File: src/rtl/bcd_key_entry.sv
// bcd_key_entry: debounces the key-valid/BCD code pair coming from the
// decimal priority encoder and accepts one digit per physical press. Accepted
// digits shift into an NDIG-digit BCD entry register with count/full/ovf status.
module bcd_key_entry #(
    parameter int DEB_CYCLES = 4,   // stable samples to accept a press or release (2..255)
    parameter int NDIG       = 4    // BCD digits held in the entry register (1..8)
) (
    input  logic                clk,
    input  logic                rst_n,
    input  logic                chk,
    input  logic [3:0]          digit,
    input  logic                clr,
    output logic [4*NDIG-1:0]   entry,
    output logic [3:0]          count,
    output logic                full,
    output logic                ovf,
    output logic                key_strobe
);

    localparam logic [7:0] DEB_C  = 8'(DEB_CYCLES);
    localparam logic [3:0] NDIG_C = 4'(NDIG);

    typedef enum logic [1:0] {
        IDLE,
        PRESS_WAIT,
        HELD,
        REL_WAIT
    } state_t;

    state_t              state_q, state_d;
    logic [7:0]          scnt_q, scnt_d;
    logic [7:0]          scnt_inc;
    logic [3:0]          kcode_q, kcode_d;
    logic                valid;
    logic                accept;

    logic [4*NDIG-1:0]   entry_q, entry_d;
    logic [4*NDIG-1:0]   kcode_ext;
    logic [3:0]          count_q, count_d;
    logic                full_q, full_d;
    logic                ovf_q, ovf_d;
    logic                strobe_q;

    // A code above 9 cannot come from a real key, so it reads as "no key".
    assign valid    = chk && (digit <= 4'd9);
    assign scnt_inc = scnt_q + 8'd1;

    // Debounce FSM state register.
    always_ff @(posedge clk) begin
        if (!rst_n) begin
            state_q <= IDLE;
            scnt_q  <= 8'd0;
            kcode_q <= 4'd0;
        end else begin
            state_q <= state_d;
            scnt_q  <= scnt_d;
            kcode_q <= kcode_d;
        end
    end

    // Debounce next state; accept fires once, on the press-stable edge only.
    always_comb begin
        state_d = state_q;
        scnt_d  = scnt_q;
        kcode_d = kcode_q;
        accept  = 1'b0;
        case (state_q)
            IDLE: begin
                if (valid) begin
                    state_d = PRESS_WAIT;
                    scnt_d  = 8'd1;
                    kcode_d = digit;
                end
            end
            PRESS_WAIT: begin
                if (!valid) begin
                    state_d = IDLE;
                end else if (digit != kcode_q) begin
                    // Code moved mid-press: restart stability on the new code.
                    scnt_d  = 8'd1;
                    kcode_d = digit;
                end else begin
                    scnt_d = scnt_inc;
                    if (scnt_inc == DEB_C) begin
                        state_d = HELD;
                        accept  = 1'b1;
                    end
                end
            end
            HELD: begin
                // Any key (even a different one) keeps us here until a release.
                if (!valid) begin
                    state_d = REL_WAIT;
                    scnt_d  = 8'd1;
                end
            end
            REL_WAIT: begin
                if (valid) begin
                    state_d = HELD;
                end else begin
                    scnt_d = scnt_inc;
                    if (scnt_inc == DEB_C) state_d = IDLE;
                end
            end
            default: state_d = IDLE;
        endcase
    end

    // Entry/status next state; clr wins over a same-edge accept.
    always_comb begin
        kcode_ext      = '0;
        kcode_ext[3:0] = kcode_q;
        entry_d        = entry_q;
        count_d        = count_q;
        full_d         = full_q;
        ovf_d          = ovf_q;
        if (clr) begin
            entry_d = '0;
            count_d = 4'd0;
            full_d  = 1'b0;
            ovf_d   = 1'b0;
        end else if (accept) begin
            if (count_q < NDIG_C) begin
                entry_d = (entry_q << 4) | kcode_ext;
                count_d = count_q + 4'd1;
                full_d  = ((count_q + 4'd1) == NDIG_C);
            end else begin
                ovf_d = 1'b1;
            end
        end
    end

    // Entry/status registers; strobe pulses on accept even when clr discards it.
    always_ff @(posedge clk) begin
        if (!rst_n) begin
            entry_q  <= '0;
            count_q  <= 4'd0;
            full_q   <= 1'b0;
            ovf_q    <= 1'b0;
            strobe_q <= 1'b0;
        end else begin
            entry_q  <= entry_d;
            count_q  <= count_d;
            full_q   <= full_d;
            ovf_q    <= ovf_d;
            strobe_q <= accept;
        end
    end

    assign entry      = entry_q;
    assign count      = count_q;
    assign full       = full_q;
    assign ovf        = ovf_q;
    assign key_strobe = strobe_q;

endmodule

File: config.mk
export PLATFORM = sky130hd
export DESIGN_NAME = bcd_key_entry
export DESIGN_NICKNAME = d
export VERILOG_FILES = /design/src/rtl/bcd_key_entry.sv
export SDC_FILE = /design/constraint.sdc
export NUM_CORES = 1
export LEC_CHECK = 0
export ABC_AREA = 1
export CAP_MARGIN = 20
export CELL_PAD_IN_SITES_DETAIL_PLACEMENT = 2
export CELL_PAD_IN_SITES_GLOBAL_PLACEMENT = 2
export CORE_MARGIN = 3
export CORE_UTILIZATION = 29
export DETAILED_ROUTE_END_ITERATION = 12
export PLACE_DENSITY = 0.86
export SYNTH_ARGS = -nofsm -noshare
export SYNTH_HDL_FRONTEND = slang
export SYNTH_SLANG_ARGS = --single-unit
File: constraint.sdc
create_clock -name clk -period 2.2 [get_ports clk]
set_input_delay 0.22 -clock clk [delete_from_list [all_inputs] [get_ports clk]]
set_output_delay 0.22 -clock clk [all_outputs]
set_load 0.03 [all_outputs]
# --- Word-level counts from Yosys, hierarchy flattened ---
# Cells that the tools add are included.
classes:
  addsub: 2
  magnitude_cmp: 2
  mux: 22
  n_eq_ne: 14
  n_bitwise: 3
  reduce_logical: 9
ops:
  columns: ["operator", "count"]
  rows:
  - ["two-way mux 8 bit", 5]
  - ["case mux 8 bit (4 select lines)", 1]
  - ["OR 16 x 4 -> 16 bit", 1]
  - ["two-way mux 2 bit", 7]
  - ["two-way mux 4 bit", 3]
  - ["inequality test 2 bit, second input constant", 5]
  - ["inequality test 3 bit, second input constant", 3]
  - ["adder 8 x 1 -> 8 bit, second input constant", 1]
  - ["equality test 8 x 3 -> 1 bit, second input constant", 1]
  - ["case mux 2 bit (4 select lines)", 1]
  - ["case mux 4 bit (2 select lines)", 1]
  - ["AND reduction 4 bit", 2]
  - ["AND reduction 5 bit", 1]
  - ["adder 4 x 1 -> 4 bit, second input constant", 1]
  - ["equality test 2 bit, second input constant", 2]
  - ["equality test 4 x 3 -> 1 bit, second input constant", 1]
  - ["<= comparator 4 bit, second input constant", 1]
  - ["< comparator 4 x 3 -> 1 bit, second input constant", 1]
  - ["two-way mux 1 bit", 4]
  - ["inequality test 4 bit", 1]
  - ["AND reduction 2 bit", 2]
  - ["equality test 2 x 1 -> 1 bit, second input constant", 1]
  - ["zero test 2 bit", 1]
  - ["NOT 1 bit", 2]
  - ["3 further kinds", 3]
totals:
  elab_cells: 60
  out_inout_bits: 23
  register_bits: 37

# --- Depth between registers and ports, before layout ---
depth:
  ltp_word: 7
  depth_mapped: 13
  mapped_depth_nobuf: 13

# --- Least setup slack after synthesis ---
# Ideal clock, no wire load.
synth_timing:
  path_type: "reg-to-reg"
  from: "reg scnt_q[0]"
  to: "reg entry_q[10], in the netlist entry[10]"
  path_stages_with_launch: 13
  arrival_ns: 1.669
  synth_period_minus_slack_ns: 1.785
  setup_slack_ns: 0.415
  t_required_ns: 2.084
  setup_ns: 0.116
  path_buffers: 1
  path_cell_list: "dfxtp_1 ha_1 nand2_1 clkinv_1 nor2_1 nand2_1 nor2_2 nand4_4 nor2_4 nand2_4 buf_6 o21ai_1 nor2_1"
synth_via:
  elab_chain_len: 7
synth_rtl:
  columns: ["item", "line", "rtl"]
  rows:
  - ["start: declaration", "31", "logic [7:0] scnt_q, scnt_d;"]
  - ["start signal: assignment", "56", "scnt_q <= scnt_d;"]
  - ["adder 8 x 1 -> 8 bit", "46", "assign scnt_inc = scnt_q + 8'd1;"]
  - ["equality test 8 x 3 -> 1 bit", "84", "if (scnt_inc == DEB_C) begin"]
  - ["two-way mux 1 bit", "84", null]
  - ["two-way mux 1 bit", "78", "end else if (digit != kcode_q) begin"]
  - ["two-way mux 1 bit", "76", "if (!valid) begin"]
  - ["two-way mux 1 bit", "67", "case (state_q)"]
  - ["AND reduction 2 bit (no line)", null, null]
  - ["end signal: assignment", "142", "entry_q <= entry_d;"]
  - ["end: declaration", "37", "logic [4*NDIG-1:0] entry_q, entry_d;"]
# No other way between the ends.
# A chain may end at the register's enable or synchronous reset.

# --- Worst setup path after layout ---
layout_timing:
  from: "reg scnt_q[0]"
  to: "reg count_q[1], in the netlist count[1]"
layout_via:
  elab_chain_len: 7
layout_rtl:
  columns: ["item", "line", "rtl"]
  rows:
  - ["adder 8 x 1 -> 8 bit", "46", null]
  - ["equality test 8 x 3 -> 1 bit", "84", null]
  - ["two-way mux 1 bit", "84", null]
  - ["two-way mux 1 bit", "78", null]
  - ["two-way mux 1 bit", "76", null]
  - ["two-way mux 1 bit", "67", null]
  - ["AND reduction 2 bit (no line)", null, null]
  - ["end signal: assignment", "143", "count_q <= count_d;"]
  - ["end: declaration", "39", "logic [3:0] count_q, count_d;"]
# No other way between the ends.

==> results.md <==
* Status: completed
* Ant. Diodes at 0
* Die Ht at 83.2 um
* ANT nets after route at 0
* Netlist cell types at 29
* Worst min path class: register to register
* CTS sink count at 37
* Comb pwr share at 12.6%
* Yosys Warn Count at 0
* Ports at 31
* Fin Setup TNS at 0 ps
* Grt total ovfl at 0
* P_leak at 0.848 nW
* Post-layout min period at 2030 ps
* Max cap viols at 0
* Clock share of power at 39.5%
* Count leader, synth: nor2_1
* CTS tree: yes
* Share of layout cells above drive strength 1 at 10.5%
* Global-route usage over all layers at 16.2%
* Max Buffers Root-to-Sink at 2
* DPL Wire Length at roughly 3800 um
* Synth top area share at 42.8%
* Sequential fraction of the synthesis area at 42.8%
* Final weighted congestion in routability-driven placement at 0.778
* Crit. Startpoint: scnt_q[0]
* CP required at 2390 ps
* Final hold vios at 0
* Asr flop ratio synth at 0%
* Worst-margin pin slew at 397 ps
* Top cells by area, synth: dfxtp_1, a21oi_1, nor2_1
* PortBufs at 30
* End-of-flow core utilization at 40.1%
* P_int at 1.11 mW
* Syn avg cell area at 7.27 um2
* Final Cycle Share at 92.1%
* CTS clk-pin slew, worst paths at approximately 80 ps
* Drt wl/cell at ~15 um
* Dominant cell type by area after synthesis: dfxtp_1
* Detailed-route via count at 1720
* Hold-fix buffers at CTS at 0
* First-pass GRT wire length at slightly above 9000 um
* Switch share at ~28%
* Die footprint at 0.00692 mm2
* Sw Pwr at 0.423 mW
* Core area at 0.00564 mm2
* H-tree levels at 2
* Post-synth EDFFs at 0
* Antenna violations before repair at 0
* Synthesis-stage register bit count at 37
* Initial Util at 30.6%
* Area Overhead vs Synth at 30.8%
* Dominant synthesized flop cell: dfxtp_1
* Peak Freq at 0.494 GHz
* Max-Slew Margin vs Limit at 73.5%
* DRC violations left at 0
* Setup-failing EPs final at 0
* Nets@finish at 287
* CP Capture Type: register
* Unrepaired setup endpoints after global routing: yes
* Chip width at 83.2 um
* Fillers at 654
* Power per cell area at slightly below 700 mW/mm2
* Leading cell types by count after synthesis: nor2_1, dfxtp_1, nand2_1
* Worst vdd ir at between 200 and 300 uV
* Largest net degree at the start of global routing at 20
* Vias per inst at 4.93
* Gate Count Post-Synth at 238
* Setup crit start kind: register
* Sequential share of power at 47.8%
* CTS buffer count at 5
* CP arrival at 2210 ps
* Final Max Tran Viols at 0
* Drt pass-1 iters at 3
* Initial DRC count at 50
* Critical-path maximum fanout at 18
* Final hold slack at roughly 450 ps
* Syn Nets at roughly 250
* WS Path Type: register to register
* Reg-to-Reg Start: scnt_q[0]
* Vias in the first global route at ~1900
* Hold Path Origin: count[3]
* Max Clock Skew at 8.58 ps
* Post-Syn Area at 0.00173 mm2
* Total wire length at about 5300 um
* Core Rows at 27
* Final Power at 1.53 mW
* Worst-Skew Late Latency at 300 ps
* CTS root buf: clkbuf_8
power groups by stage:
stage          clock network (mW)  logic [mW]  registers [mW]
2_1_floorplan                   0       0.130           0.737
3_3_place_gp                    0       0.177           0.748
3_5_place_dp                    0       0.189           0.749
4_1_cts                     0.620       0.195           0.733
5_1_grt                     0.654       0.224           0.741
6_report                    0.607       0.194           0.734
state kept, by name (all words and copies together), names as in the netlist, named ones only:
name        flops
entry          16
scnt_q          8
count           4
kcode_q         4
full            1
key_strobe      1
ovf             1
state_q         1
cells in the final DEF, fill, tap and decap left out, drive strengths merged:
master | netlist | layout
nand2 | 39 | 39
dfxtp | 37 | 37
inv | 23 | 23
a31oi | 1 | 1
nor2 | 45 | 45
ha | 3 | 3
buf | 4 | 8
bufinv | 0 | 1
o21ai | 27 | 27
nand4 | 3 | 3
clkdlybuf4s50 | 0 | 30
o211ai | 1 | 1
clkbuf | 3 | 5
a211oi | 4 | 4
o21bai | 1 | 1
a21oi | 30 | 30
clkinvlp | 0 | 1
nor3 | 1 | 1
clkinv | 2 | 3
nand3 | 12 | 12
xnor2 | 2 | 2
kinds of logic after synthesis:
logic type	after synthesis	synth area share [%]
AO/OA/AOI/OAI	64	19.5
XOR/XNOR	2	1.01
adder cells (fa/ha/maj)	3	2.17
buffers and inverters	32	8.10
flip-flops	37	42.8
AND/OR/NAND/NOR	100	26.4
final timing paths:
path                                  to  slack [ps]  cells after the start
worst max register to register  count[1]         170                     11
worst min-delay path            count[3]         450                      2
worst max-delay path            count[1]         170                     11
worst min register to register  count[3]         450                      2
final cells by class:
| type | instances | area (um2) | area share [%] |
|---|---|---|---|
| inverter | 25 | 93.8 | 4.15 |
| timing repair buffer | 38 | 364 | 16.1 |
| clock buffer | 5 | 68.8 | 3.04 |
| sequential | 37 | 743 | 32.9 |
| clock inverter | 3 | 46.3 | 2.05 |
| tap | 72 | 90.1 | 3.98 |
| multi-input combinational | 169 | 856 | 37.8 |
layer usage:
metal / wire length, um / vias up / track usage [%] / share of wire (%)
met5: 0 / - / 0 / 0
met4: 58 / 0 / 4.46 / 1.1
met3: 151 / 5 / 3.37 / 2.8
met2: 2790 / 25 / 30.2 / 52
met1: 2320 / 829 / 18.4 / 44
li1: - / 861 / - / -
worst max-delay path: stages, from the launching register on:
cell and delay, ps:
dfxtp_2 360, ha_1 240, nand2_1 110, clkinv_1 90, nor2_2 120, nand2_1 110
nor2_4 140, nand4_4 120, nor2_4 150, nand2_4 150, o21ai_0 230, nor2_1 70
what timing repair did:
action                                  4_1_cts  5_1_grt
gates cloned                                  0        0
gates resized for setup                       1        6
endpoints found under the setup margin        1       23
setup buffers                                 0        0
metrics by stage:
stage	instances	setup slack [ps]	instance area, um2
2_1_floorplan	238	415	1730
3_3_place_gp	341	191	2130
3_5_place_dp	341	114	2130
4_1_cts	349	7.93	2250
5_1_grt	349	-18.9	2260
6_report	349	174	2260
Power figures use the tool's default switching activity.
